**config.mk**
```make
export PLATFORM = sky130hd
export DESIGN_NAME = biquad_serial_flat
export DESIGN_NICKNAME = d
export VERILOG_FILES = /design/src/rtl/biquad_serial_if.sv /design/src/rtl/biquad_serial.sv /design/src/flat_wrapper.sv
export SDC_FILE = /design/constraint.sdc
export NUM_CORES = 1
export LEC_CHECK = 0
export CAP_MARGIN = 25
export CORE_UTILIZATION = 41
export DETAILED_ROUTE_END_ITERATION = 8
export GPL_TIMING_DRIVEN = 1
export PLACE_DENSITY_LB_ADDON = 0.3
export SYNTH_ARGS = -nofsm -noshare
export SYNTH_HDL_FRONTEND = slang
export SYNTH_SLANG_ARGS = --single-unit
```
**constraint.sdc**
```tcl
create_clock -name clk_i -period 31.8 [get_ports clk_i]
set_input_delay 9.54 -clock clk_i [delete_from_list [all_inputs] [get_ports clk_i]]
set_output_delay 9.54 -clock clk_i [all_outputs]
set_load 0.03 [all_outputs]
```
**src/rtl/biquad_serial_if.sv**
```systemverilog
// Sample-in / result-out handshake bundle for biquad_serial.
// The filter is the slave; the sample producer/consumer is the master.
interface biquad_serial_if #(
  parameter int DATAWIDTH = 16
);
  logic                 x_valid_i;
  logic [DATAWIDTH-1:0] x_i;
  logic                 x_ready_o;
  logic [DATAWIDTH-1:0] y_o;
  logic                 y_valid_o;
  logic                 busy_o;

  modport master (
    output x_valid_i,
    output x_i,
    input  x_ready_o,
    input  y_o,
    input  y_valid_o,
    input  busy_o
  );

  modport slave (
    input  x_valid_i,
    input  x_i,
    output x_ready_o,
    output y_o,
    output y_valid_o,
    output busy_o
  );
endinterface

```
**src/rtl/biquad_serial.sv**
```systemverilog
// Serial Direct Form I biquad: one shared multiplier, five MAC steps,
// round/saturate on the DONE step. Q1.(DATAWIDTH-1) samples and coefficients.
module biquad_serial #(
  parameter int DATAWIDTH = 16
) (
  input  logic                        clk_i,
  input  logic                        rst_i,
  input  logic                        clr_i,
  input  logic signed [DATAWIDTH-1:0] a11_i,
  input  logic signed [DATAWIDTH-1:0] a12_i,
  input  logic signed [DATAWIDTH-1:0] b10_i,
  input  logic signed [DATAWIDTH-1:0] b11_i,
  input  logic signed [DATAWIDTH-1:0] b12_i,
  biquad_serial_if.slave              bus
);

  localparam int DW = DATAWIDTH;
  localparam int AW = 2 * DW + 3;

  localparam logic signed [AW-1:0] RND =
    {{(AW-DW+1){1'b0}}, 1'b1, {(DW-2){1'b0}}};
  localparam logic signed [AW-1:0] YMAX =
    {{(AW-DW+1){1'b0}}, {(DW-1){1'b1}}};
  localparam logic signed [AW-1:0] YMIN =
    {{(AW-DW+1){1'b1}}, {(DW-1){1'b0}}};

  typedef enum logic [2:0] {
    IDLE,
    MAC0,
    MAC1,
    MAC2,
    MAC3,
    MAC4,
    DONE
  } state_e;

  state_e state_q, state_d;

  logic signed [DW-1:0] x_q,  x_d;
  logic signed [DW-1:0] x1_q, x1_d;
  logic signed [DW-1:0] x2_q, x2_d;
  logic signed [DW-1:0] y1_q, y1_d;
  logic signed [DW-1:0] y2_q, y2_d;

  logic signed [DW-1:0] a11_q, a11_d;
  logic signed [DW-1:0] a12_q, a12_d;
  logic signed [DW-1:0] b10_q, b10_d;
  logic signed [DW-1:0] b11_q, b11_d;
  logic signed [DW-1:0] b12_q, b12_d;

  logic signed [AW-1:0] acc_q, acc_d;
  logic        [DW-1:0] y_q,   y_d;
  logic                 yv_q,  yv_d;

  logic signed [DW-1:0]   mul_a;
  logic signed [DW-1:0]   mul_b;
  logic signed [2*DW-1:0] prod;
  logic signed [AW-1:0]   prod_x;
  logic signed [AW-1:0]   rnd;
  logic signed [AW-1:0]   shr;
  logic signed [DW-1:0]   y_sat;

  // Single shared multiplier; operands picked by the MAC step.
  always_comb begin
    mul_a = '0;
    mul_b = '0;
    unique case (state_q)
      MAC0: begin mul_a = b10_q; mul_b = x_q;  end
      MAC1: begin mul_a = b11_q; mul_b = x1_q; end
      MAC2: begin mul_a = b12_q; mul_b = x2_q; end
      MAC3: begin mul_a = a11_q; mul_b = y1_q; end
      MAC4: begin mul_a = a12_q; mul_b = y2_q; end
      default: ;
    endcase
  end

  assign prod   = mul_a * mul_b;
  assign prod_x = {{3{prod[2*DW-1]}}, prod};

  assign rnd = acc_q + RND;
  assign shr = rnd >>> (DW - 1);

  always_comb begin
    y_sat = shr[DW-1:0];
    if (shr > YMAX) begin
      y_sat = YMAX[DW-1:0];
    end else if (shr < YMIN) begin
      y_sat = YMIN[DW-1:0];
    end
  end

  always_comb begin
    state_d = state_q;
    x_d     = x_q;
    x1_d    = x1_q;
    x2_d    = x2_q;
    y1_d    = y1_q;
    y2_d    = y2_q;
    a11_d   = a11_q;
    a12_d   = a12_q;
    b10_d   = b10_q;
    b11_d   = b11_q;
    b12_d   = b12_q;
    acc_d   = acc_q;
    y_d     = y_q;
    yv_d    = 1'b0;
    // Flush wins over everything, including a new sample.
    if (clr_i) begin
      state_d = IDLE;
      x1_d    = '0;
      x2_d    = '0;
      y1_d    = '0;
      y2_d    = '0;
    end else begin
      unique case (state_q)
        IDLE: begin
          if (bus.x_valid_i) begin
            state_d = MAC0;
            x_d     = bus.x_i;
            a11_d   = a11_i;
            a12_d   = a12_i;
            b10_d   = b10_i;
            b11_d   = b11_i;
            b12_d   = b12_i;
            acc_d   = '0;
          end
        end
        MAC0: begin
          acc_d   = acc_q + prod_x;
          state_d = MAC1;
        end
        MAC1: begin
          acc_d   = acc_q + prod_x;
          state_d = MAC2;
        end
        MAC2: begin
          acc_d   = acc_q + prod_x;
          state_d = MAC3;
        end
        MAC3: begin
          acc_d   = acc_q - prod_x;
          state_d = MAC4;
        end
        MAC4: begin
          acc_d   = acc_q - prod_x;
          state_d = DONE;
        end
        DONE: begin
          y_d     = y_sat;
          yv_d    = 1'b1;
          x2_d    = x1_q;
          x1_d    = x_q;
          y2_d    = y1_q;
          y1_d    = y_sat;
          state_d = IDLE;
        end
        default: state_d = IDLE;
      endcase
    end
  end

  always_ff @(posedge clk_i or posedge rst_i) begin
    if (rst_i) begin
      state_q <= IDLE;
      x_q     <= '0;
      x1_q    <= '0;
      x2_q    <= '0;
      y1_q    <= '0;
      y2_q    <= '0;
      a11_q   <= '0;
      a12_q   <= '0;
      b10_q   <= '0;
      b11_q   <= '0;
      b12_q   <= '0;
      acc_q   <= '0;
      y_q     <= '0;
      yv_q    <= 1'b0;
    end else begin
      state_q <= state_d;
      x_q     <= x_d;
      x1_q    <= x1_d;
      x2_q    <= x2_d;
      y1_q    <= y1_d;
      y2_q    <= y2_d;
      a11_q   <= a11_d;
      a12_q   <= a12_d;
      b10_q   <= b10_d;
      b11_q   <= b11_d;
      b12_q   <= b12_d;
      acc_q   <= acc_d;
      y_q     <= y_d;
      yv_q    <= yv_d;
    end
  end

  assign bus.busy_o    = (state_q != IDLE);
  assign bus.x_ready_o = (state_q == IDLE);
  assign bus.y_o       = y_q;
  assign bus.y_valid_o = yv_q;

endmodule
```
**src/flat_wrapper.sv**
```systemverilog
// flat-port wrapper written by rule: the top's interface ports become plain ports
module biquad_serial_flat 
#(
  parameter int DATAWIDTH = 16
)
  (clk_i, rst_i, clr_i, a11_i, a12_i, b10_i, b11_i, b12_i, bus_x_valid_i, bus_x_i, bus_x_ready_o, bus_y_o, bus_y_valid_o, bus_busy_o);
  biquad_serial_if #(.DATAWIDTH(DATAWIDTH)) bus_i ();
  input  logic clk_i;
  input  logic rst_i;
  input  logic clr_i;
  input  logic signed [DATAWIDTH-1:0] a11_i;
  input  logic signed [DATAWIDTH-1:0] a12_i;
  input  logic signed [DATAWIDTH-1:0] b10_i;
  input  logic signed [DATAWIDTH-1:0] b11_i;
  input  logic signed [DATAWIDTH-1:0] b12_i;
  input wire logic [$bits(bus_i.x_valid_i)-1:0] bus_x_valid_i;
  input wire logic [$bits(bus_i.x_i)-1:0] bus_x_i;
  output wire logic [$bits(bus_i.x_ready_o)-1:0] bus_x_ready_o;
  output wire logic [$bits(bus_i.y_o)-1:0] bus_y_o;
  output wire logic [$bits(bus_i.y_valid_o)-1:0] bus_y_valid_o;
  output wire logic [$bits(bus_i.busy_o)-1:0] bus_busy_o;
  assign bus_i.x_valid_i = bus_x_valid_i;
  assign bus_i.x_i = bus_x_i;
  assign bus_x_ready_o = bus_i.x_ready_o;
  assign bus_y_o = bus_i.y_o;
  assign bus_y_valid_o = bus_i.y_valid_o;
  assign bus_busy_o = bus_i.busy_o;
  biquad_serial #(.DATAWIDTH(DATAWIDTH)) u_core (.clk_i(clk_i), .rst_i(rst_i), .clr_i(clr_i), .a11_i(a11_i), .a12_i(a12_i), .b10_i(b10_i), .b11_i(b11_i), .b12_i(b12_i), .bus(bus_i));
endmodule
```
# Yosys cells after proc, flatten, opt, wreduce, memory -nomap -nowiden
# Cells that the tools add are included.
dict set report op_classes {
  n_addsub 3
  n_mul 1
  div_mod_pow 0
  n_lt_le_gt_ge 2
  n_eq_ne 8
  n_shift 0
  mux 19
  bitwise_logic 1
  reduce_logical 9
}
# cell count
set ops {}
lappend ops {{$mux 16} 10}
lappend ops {{$pmux 16 s5} 2}
lappend ops {{$pmux 35 s3} 1}
lappend ops {{$add 35x16->35 const B} 1}
lappend ops {{$add 35x32->35} 1}
lappend ops {{$mux 35} 1}
lappend ops {{$sub 35x32->35} 1}
lappend ops {{$mul 16x16->32} 1}
lappend ops {{$gt 20x16->1 const B} 1}
lappend ops {{$lt 20x16->1 const B} 1}
lappend ops {{$pmux 3 s6} 1}
lappend ops {{$eq 3x3->1 const B} 3}
lappend ops {{$eq 3x2->1 const B} 2}
lappend ops {{$mux 3} 2}
lappend ops {{$reduce_and 3->1} 2}
lappend ops {{$reduce_bool 3->1} 2}
lappend ops {{$eq 3x1->1 const B} 1}
lappend ops {{$logic_not 3->1} 1}
lappend ops {{$ne 3x3->1 const B} 1}
lappend ops {{$reduce_or 3->1} 1}
lappend ops {{$mux 1} 2}
lappend ops {{$ne 2x2->1 const B} 1}
lappend ops {{$reduce_and 2->1} 1}
lappend ops {{$reduce_bool 2->1} 1}
lappend ops {{2 further kinds} 2}
dict set report totals {
  ff_bits 215
  latchBits 0
  ramBits 0
  romBits 0
  in_bits 100
  output_inout_bits 19
  wordCells 57
  memories 0
}

# Logic depth before layout (Yosys ltp)
# Gate-level depths: netlist of run 1.
dict set report logic_depth {
  depth_word 6
  mapped_depth 46
  mapped_depth_nobuf 42
}

# Least setup slack after synthesis of run 1
# OpenSTA, ideal clock, no wires.
dict set report synth_path {
  path_kind {register to output}
  from {reg u_core.state_q[0]}
  to {out bus_x_ready_o}
  arrival_ps 1516
  required_time_ps 22260
  path_slack_ps 20744
  path_stages_with_launch 6
  path_buffers 3
  cell_sequence {dfrtp_1 > buf_6 > buf_2 > or3_1 > clkbuf_1 > inv_1}
}
dict set report synth_between {
  elab_chain_cells 1
}
# item line_no
set synth_lines {}
lappend synth_lines {{start: declaration} biquad_serial.sv:37} ;# state_e state_q, state_d;
lappend synth_lines {{start signal: assignment} biquad_serial.sv:179} ;# state_q <= state_d;
lappend synth_lines {{$logic_not 3->1} biquad_serial.sv:197} ;# assign bus.x_ready_o = (state_q == IDLE);
lappend synth_lines {{end: declaration} flat_wrapper.sv:18} ;# output wire logic [$bits(bus_i.x_ready_o)-1:0] bus_x_ready_o;
# Every way passes these cells.

# Worst setup path after layout of run 1
# Same ends and word-level chain as after synthesis.

==> metrics.yaml, run 1 <==
setup_path:
  end_kind: "output pin"
  r2r_start: "u_core.state_q[1]$_DFFE_PP0P_"
  critical_path_required_ps: 22260
  startpoint: "u_core.state_q[0]$_DFFE_PP0P_"
  critPathLaunchType: "register"
  critPathKind: "register to output pin"
  worst-path-max-fanout: 40
  arrival_ps: 2740
clock_network:
  clk_pin_slew_worst_paths_ps: 60
  hold_buffers: 0
  cts.sinks: 215
  clk_path_buf_depth: 3
  cts_tree: "yes"
  clock_latency_ps: 550
  cts_resized: 0
  cts_setup_buffers: 0
  cts-root-buf: "clkbuf_16"
  htree_num_levels: 1
  cts_made_buffers: 25
place:
  post-dp-hpwl_mm: 49.1
  gp_congestion: 0.995
  portBuffers: 118
min_path:
  hp-start: "u_core.bus.y_o[3]$_DFFE_PP0P_"
  min_path_type: "register to register"
cells_and_area:
  nNetsFinal: 2848
  largest_register: "u_core.acc_q"
  antenna_cells: 0
  syn2layout_area_growth_pct: 13.2
  largest_reg_flops: 35
  ff_latch_area_sq_um: 5380
  multi_input_area_sq_um: 15000
  drive_above_1_share: 0.104
  final_util: 0.471
  fill_cells: 4868
grt:
  grt_usage: 0.236
  antenna_found_initial: 0
  grt_max_degree: 139
  grt_pass1_wl_mm: 100
  grt_pass1_vias: 17728
  globalRoute.totalOverflow: 0
synth:
  synth.area.top_cells: "dfrtp_1 (25%), fa_1 (24%), ha_1 (6.8%), mux2_2 (5.9%), inv_1 (5.4%)"
  synth_top_area_frac: 0.245
  synth-edff-count: 0
  synthesis.nets: 2749
  synthArstFlopShare: 1.00
  ys_seq_elements: 215
  ys_seq_area_frac: 0.245
  yosysMostFrequentCell: "inv_1"
  synth_top_cell_by_area: "dfrtp_1"
  syn_avg_cell_area_sq_um: 9.67
  ys_warn_count: 0
  synth.distinct_cells: 90
  yosys-top-cells-count: "inv_1 (318), fa_1 (263), dfrtp_1 (215)"
  synthFlopType: "dfrtp_1"
  postSynthCellCount: 2266
  netlist_area_sq_um: 21900
sta:
  worst_pin_slew_ps: 1110
  slew_headroom: 0.257
  fin_crit_ps: 12280
  rsz0062_at_grt: "no"
  max_freq_mhz: 81.4
  finalHoldViolCount: 0
  setup_viol: 0
  fin_crit_sh: 0.386
  fin_skew_ps: 15.6
  setup_tns_ps: 0
  drv_slew: 0
detailed_routing:
  drcViolationCount: 0
  wire_per_inst_um: 20.3
  ant_nets: 0
  dr.pass1.iters: 6
  avgViaCountPerCell: 5.52
  drt-total-wl_mm: 62.3
  drt_iter0_drc: 1441
  num_vias: 16924
power_and_ir_drop:
  ir_drop_v: 0.0000343
  p_per_area_nw_per_um2: 55.6
  power.leakage_nw: 11.8
flow_run:
  max-cap-violations: 0
floorplan:
  rows: 84
  dieArea_sq_um: 54400
  core_area_sq_um: 52700
  die_width_um: 233
  start_util: 0.416
  die_h_um: 233
  io_pins: 119
outcome:
  outcome: "completed"
==> power by group <==
part           internal [mW]  total [mW]  switching (mW)  leakage [nW]
Clock                  0.163       0.285           0.122         0.398
Combinational          0.307       0.732           0.425          8.60
Sequential             0.322       0.363          0.0402          2.76
==> final timing paths <==
path | endpoint | slack, ps | depth (start not counted)
hold reg to reg | u_core.bus.y_o[3]$_DFFE_PP0P_ | 480 | 1
setup reg to reg | u_core.acc_q[33]$_DFFE_PP0P_ | 19970 | 42
max in group asynchronous | u_core.b12_q[6]$_DFFE_PP0P_ | 20960 | 5
setup / recovery | bus_x_ready_o | 19520 | 4
hold / removal | u_core.bus.y_o[3]$_DFFE_PP0P_ | 480 | 1
min in group asynchronous | u_core.bus.y_o[4]$_DFFE_PP0P_ | 9300 | 2
==> kinds of logic (layout without fill, tap and decap cells) <==
family / Yosys count / after routing / share of synthesized area
XOR/XNOR: 112 / 112 / 0.0447
buffers and inverters: 406 / 520 / 0.0712
AO/OA/AOI/OAI: 413 / 413 / 0.133
flip-flops: 215 / 215 / 0.245
AND/OR/NAND/NOR: 596 / 596 / 0.126
multiplexers: 141 / 141 / 0.0712
adder cells (fa/ha/maj): 383 / 383 / 0.309
==> critical path: stages, from the launching register on <==
cell and delay (ps):
dfrtp_2 500, buf_4 360, or3_1 540, inv_1 120, clkdlybuf4s50_1 670
==> layout by cell type, fill, tap and decap left out, types with 48 or more instances in the layout <==
master / netlist / layout
clkdlybuf4s50_1: 0 / 118
xor2_1: 49 / 49
inv_1: 318 / 317
o21ai_0: 67 / 65
a21o_1: 48 / 48
nand2_1: 196 / 196
a21oi_1: 79 / 77
mux2_2: 115 / 115
xnor2_1: 63 / 63
dfrtp_1: 215 / 214
ha_1: 120 / 120
fa_1: 263 / 263
a22o_1: 48 / 48
nor2_1: 209 / 208
==> metrics by stage <==
stage          hold WS (ps)  cells  worst slack, ps  power [mW]  instance area (sq um)
2_1_floorplan           450   2266            16380       0.890                  21900
3_3_place_gp            462   3024            19830        1.07                  24000
3_5_place_dp            467   3024            19790        1.09                  24000
4_1_cts                 481   3066            19510        1.38                  24800
5_1_grt                 491   3068            19360        1.47                  24800
6_report                476   3068            19520        1.38                  24800
==> routing by layer <==
| metal | share of wire | wire length [um] | global-route usage | vias up |
|---|---|---|---|---|
| met3 | 0.061 | 3800 | 0.0302 | 110 |
| met2 | 0.46 | 28500 | 0.376 | 595 |
| li1 | - | - | - | 7707 |
| met1 | 0.45 | 28000 | 0.332 | 8512 |
| met5 | 0 | 0 | 0 | - |
| met4 | 0.032 | 1990 | 0.0737 | 0 |
==> final cells by class <==
type | count | share of cell area
clock buffers | 31 | 0.0277
clock inverters | 11 | 0.00469
inverters | 320 | 0.0487
multi-input cells | 1645 | 0.606
flip-flops and latches | 215 | 0.217
well taps | 688 | 0.0347
repair buffers | 158 | 0.0613
Power figures use the tool's default switching activity.
==> run 2, diff against run 1 <==
Clock period 31.8 ns to 10.7 ns, I/O delays scaled along.
==> run 2 against run 1 <==
Net effect: clock skew up 2.7 ps; total power rose to 3.0 times the previous value; sequential share of layout area down 0.51 points; die area unchanged; register-to-register slack worse by 19000 ps; sequential cell count unchanged; worst setup slack worse by 19000 ps; global-route usage up 1.3 points; critical path depth up 38; sequential power rose to 3.0 times the previous value; first-iteration DRC count down 15%; critical endpoint is now u_core.acc_q[33]$_DFFE_PP0P_; largest power group unchanged.
==> metrics.yaml, run 2 (synthesis gave the netlist of run 1 again) <==
detailed_routing:
  dr.pass1.iters: 5
  drt_iter0_drc: 1221
  num_vias: 17055
  ant_nets: 0
  drcViolationCount: 0
  drt-total-wl_mm: 65.6
  wire_per_inst_um: 21.0
  avgViaCountPerCell: 5.47
cells_and_area:
  syn2layout_area_growth_pct: 15.9
  largest_reg_flops: 35
  largest_register: "u_core.acc_q"
  layout_commonest_cell: "inv_1"
  final_util: 0.483
  drive_above_1_share: 0.138
  nNetsFinal: 2898
  fill_cells: 4838
  antenna_cells: 0
  most-common-layout-cells: "inv_1 (316), fa_1 (263), dfrtp_1 (214)"
setup_path:
  critPathSlowestCell: "fa_1"
  critPathKind: "register to register"
  crit_family: "adder cells"
  arrival_ps: 10630
  end_kind: "register"
  slowest_delay_ps: 560
  critPathBufInv: 7
  worst_path_most_repeated_cell: "fa_1"
  worst-path-max-fanout: 13
  critPathLaunchType: "register"
  critical_path_required_ps: 11110
clock_network:
  cts-root-buf: "clkbuf_16"
  cts.sinks: 215
  hold_buffers: 0
  clock_latency_ps: 550
  clk_pin_slew_worst_paths_ps: 60
  clk_path_buf_depth: 3
  htree_num_levels: 1
  cts_tree: "yes"
  cts_made_buffers: 24
sta:
  setup_viol: 0
  finalHoldViolCount: 0
  drv_slew: 0
  slew_headroom: 0.456
  fin_crit_ps: 10220
  max_freq_mhz: 97.8
  fin_skew_ps: 18.3
  fin_ws_ps: 480
  fin_crit_sh: 0.955
  worst_pin_slew_ps: 816
grt:
  grt_usage: 0.249
  grt_pass1_wl_mm: 104
  antenna_found_initial: 0
  grt_max_degree: 79
  grt_pass1_vias: 17940
  globalRoute.totalOverflow: 0
power_and_ir_drop:
  ir_drop_v: 0.000132
  p_per_area_nw_per_um2: 164
  power.leakage_nw: 12.0
place:
  gp_congestion: 1.00
  post-dp-hpwl_mm: 53.2
  dp_slack_ps: 20.8
  portBuffers: 118
floorplan:
  io_pins: 119
  die_width_um: 233
  rows: 84
  dieArea_sq_um: 54400
  die_h_um: 233
  core_area_sq_um: 52700
  start_util: 0.416
flow_run:
  max-cap-violations: 0
outcome:
  outcome: "completed"
min_path:
  min_path_type: "register to register"
run 2: metrics by stage:
| step | total power, mW | hold WS, ps | TNS (ps) | instances | area (sq um) |
|---|---|---|---|---|---|
| finish | 4.16 | 477 | 0 | 3119 | 25400 |
| global route | 4.46 | 497 | -37.3 | 3119 | 25400 |
| CTS | 4.14 | 483 | 0 | 3112 | 25100 |
| detailed placement | 3.30 | 469 | 0 | 3070 | 24300 |
| global placement | 3.28 | 462 | -65.6 | 3070 | 24300 |
| floorplan | 2.64 | 450 | 0 | 2266 | 21900 |
run 2: worst paths after layout:
check,to,start,slack (ps),cells after the start
max,u_core.acc_q[33]$_DFFE_PP0P_,u_core.state_q[1]$_DFFE_PP0P_,480,42
min,u_core.bus.y_o[2]$_DFFE_PP0P_,u_core.bus.y_o[2]$_DFFE_PP0P_,480,1
max reg2reg,u_core.acc_q[33]$_DFFE_PP0P_,u_core.state_q[1]$_DFFE_PP0P_,480,42
min reg2reg,u_core.bus.y_o[2]$_DFFE_PP0P_,u_core.bus.y_o[2]$_DFFE_PP0P_,480,1
max in group asynchronous,u_core.x1_q[8]$_DFFE_PP0P_,rst_i,6310,3
min in group asynchronous,u_core.acc_q[31]$_DFFE_PP0P_,rst_i,3140,2
run 2: area by class of cell:
type                            count  area [sq um]  share of cell area
Tap cell                          688           861              0.0339
Clock buffer                       33           694              0.0273
Multi-Input combinational cell   1645         15200               0.599
Inverter                          320          1210              0.0477
Timing Repair Buffer              209          1970              0.0776
Sequential cell                   215          5380               0.212
Clock inverter                      9          76.3             0.00300
run 2: what timing repair did:
action	CTS	global route
gates resized for setup	2	55
endpoints found under the setup margin	3	8
setup buffers	0	5
pin swaps	0	2
gates cloned	0	1
run 2: routing by layer:
layer | vias to the layer above | wire [um] | track usage
li1 | 7791 | - | -
met1 | 8586 | 28300 | 0.335
met2 | 557 | 30600 | 0.402
met3 | 121 | 4350 | 0.0448
met4 | 0 | 2390 | 0.0823
met5 | - | 0 | 0
run 2: where the power goes:
group	switching, mW	total, mW	internal (mW)
registers	0.125	1.08	0.958
logic	1.29	2.27	0.978
clock network	0.349	0.807	0.458
==> RTL edit: new RTL, config.mk and constraints of run 2 <==
`DATAWIDTH` is set to 16 in 3 places; all go to 14.
--- a/src/rtl/biquad_serial_if.sv
+++ b/src/rtl/biquad_serial_if.sv
@@ -1,7 +1,7 @@
 // Sample-in / result-out handshake bundle for biquad_serial.
 // The filter is the slave; the sample producer/consumer is the master.
 interface biquad_serial_if #(
-  parameter int DATAWIDTH = 16
+  parameter int DATAWIDTH = 14
 );
   logic                 x_valid_i;
   logic [DATAWIDTH-1:0] x_i;
--- a/src/rtl/biquad_serial.sv
+++ b/src/rtl/biquad_serial.sv
@@ -1,7 +1,7 @@
 // Serial Direct Form I biquad: one shared multiplier, five MAC steps,
 // round/saturate on the DONE step. Q1.(DATAWIDTH-1) samples and coefficients.
 module biquad_serial #(
-  parameter int DATAWIDTH = 16
+  parameter int DATAWIDTH = 14
 ) (
   input  logic                        clk_i,
   input  logic                        rst_i,
--- a/src/flat_wrapper.sv
+++ b/src/flat_wrapper.sv
@@ -1,7 +1,7 @@
 // flat-port wrapper written by rule: the top's interface ports become plain ports
 module biquad_serial_flat 
 #(
-  parameter int DATAWIDTH = 16
+  parameter int DATAWIDTH = 14
 )
   (clk_i, rst_i, clr_i, a11_i, a12_i, b10_i, b11_i, b12_i, bus_x_valid_i, bus_x_i, bus_x_ready_o, bus_y_o, bus_y_valid_o, bus_busy_o);
   biquad_serial_if #(.DATAWIDTH(DATAWIDTH)) bus_i ();
Interface: changed (7 resized); port bits go from 119 to 105. The function was not compared with the original's and may differ.
==> RTL edit against run 2 <==
Largest cell class unchanged. Synthesized area fell by 16%. Die area fell by 16%. Power fell by 18%. Non-clock buffer count fell by 59. Critical path depth fell by 6. Worst setup slack improved by 0.016 ns. Count of clock-buffer cells in the layout fell by 16. Routed wire length fell by 20%. Design area fell by 17%. Sequential cell count fell by 26. Highest routed layer unchanged.
==> RTL edit: results (changes against run 2) <==
| Metric | Value |
|---|---|
| Outcome | `finished, final reports clean` |
| Grt met1 use | `33.7% (+0.23 points)` |
| Hold_ws | `0.483 ns (+0.00574 ns)` |
| Compound-Gate Fraction of Synth Area | `14.5% (+1.3 points)` |
| Slew Limit Headroom | `32.1% (-14 points)` |
| DR vias/cell | `5.53 (+1.2%)` |
| Syn Nets | `2299 (-16%)` |
| Mux cell area share after synthesis | `7.41% (+0.29 points)` |
| Synth cell count leaders | `inv_1, fa_1, dfrtp_1` |
| Register area share after synthesis | `25.6% (+1.1 points)` |
| CTS Buf Count | `17 (-29%)` |
| Met3 WL | `2.56 mm (-41%)` |
| Worst-skew pair later-pin latency | `0.46 ns (-0.09 ns)` |
| Post-synthesis xor/xnor area fraction | `3.99% (-0.49 points)` |
| Main area contributors after synthesis | `dfrtp_1, fa_1, ha_1, mux2_2, inv_1` |
| Layout cell share with drive strength beyond 1 | `10.7% (-3.1 points)` |
| Fillcell total | `4266 (-12%)` |
| Min Tclk post-route | `10.20 ns (-0.0158 ns)` |
| Min-delay src | `u_core.acc_q[0]` |
| Static leakage | `9.96 nW (-17%)` |
| Seq pwr | `0.000955 W (-12%)` |
| First-pass GRT wire length | `86.0 mm (-17%)` |
| FF-to-FF setup slack | `0.50 ns (+0.02 ns)` |
| Switching portion of total power | `42.7% (+0.21 points)` |
| Setup Skew | `0.0227 ns (+0.00448 ns)` |
| Cell area after placement | `20300 µm² (-17%)` |
| Hold Path End | `u_core.acc_q[0]` |
| Final Power | `0.00343 W (-18%)` |
| CP max stage cell | `dfrtp_4` |
| FF-to-FF path depth | `36 (-14%)` |
| Max FFs per register | `31 (-11%)` |
| Netlist cell types | `79 (-12%)` |
| Placed Instances | `2578 (-16%)` |
| RD Place Congestion | `0.997 (-0.73%)` |
| Met1 wire length | `23.9 mm (-15%)` |
| Adder-Cell Fraction of Synth Area | `28.2% (-2.7 points)` |
| M3 GR Usage | `2.91% (-1.6 points)` |
| DR WL/cell | `20.0 µm (-4.9%)` |
| Final-stage net count | `2392 (-17%)` |
| Avg Inst Size Synth | `9.64 µm² (-0.39%)` |
| Vias in the first global route | `15100 (-16%)` |
| HPWL after DPL | `41.9 mm (-21%)` |
| DRT iter0 DRCs | `1064 (-13%)` |
| Worst r2r src | `u_core.state_q[0]` |
-- RTL edit: cell count changes after synthesis, moves of 14 or more --
cell,before,now
fa_1,263,197
inv_1,318,257
nor2_1,209,170
nand2_1,196,162
dfrtp_1,215,189
mux2_2,115,91
a21oi_1,79,58
ha_1,120,100
a22oi_1,25,8
xnor2_1,63,49
xor2_1,49,35
-- RTL edit: cell type report --
cell class,count,area (µm²),share of cell area [%]
Clock buffer,17,425,2.02
Tap cell,592,741,3.52
Multi-Input combinational cell,1391,12500,59.5
Sequential cell,189,4740,22.5
Timing Repair Buffer,150,1420,6.75
Clock inverter,15,228,1.08
Inverter,258,976,4.64
-- RTL edit: cell families after synthesis --
family                   after synthesis
XOR/XNOR                              84
adder cells (fa/ha/maj)              297
buffers and inverters                334
AND/OR/NAND/NOR                      516
flip-flops                           189
multiplexers                         124
AO/OA/AOI/OAI                        370
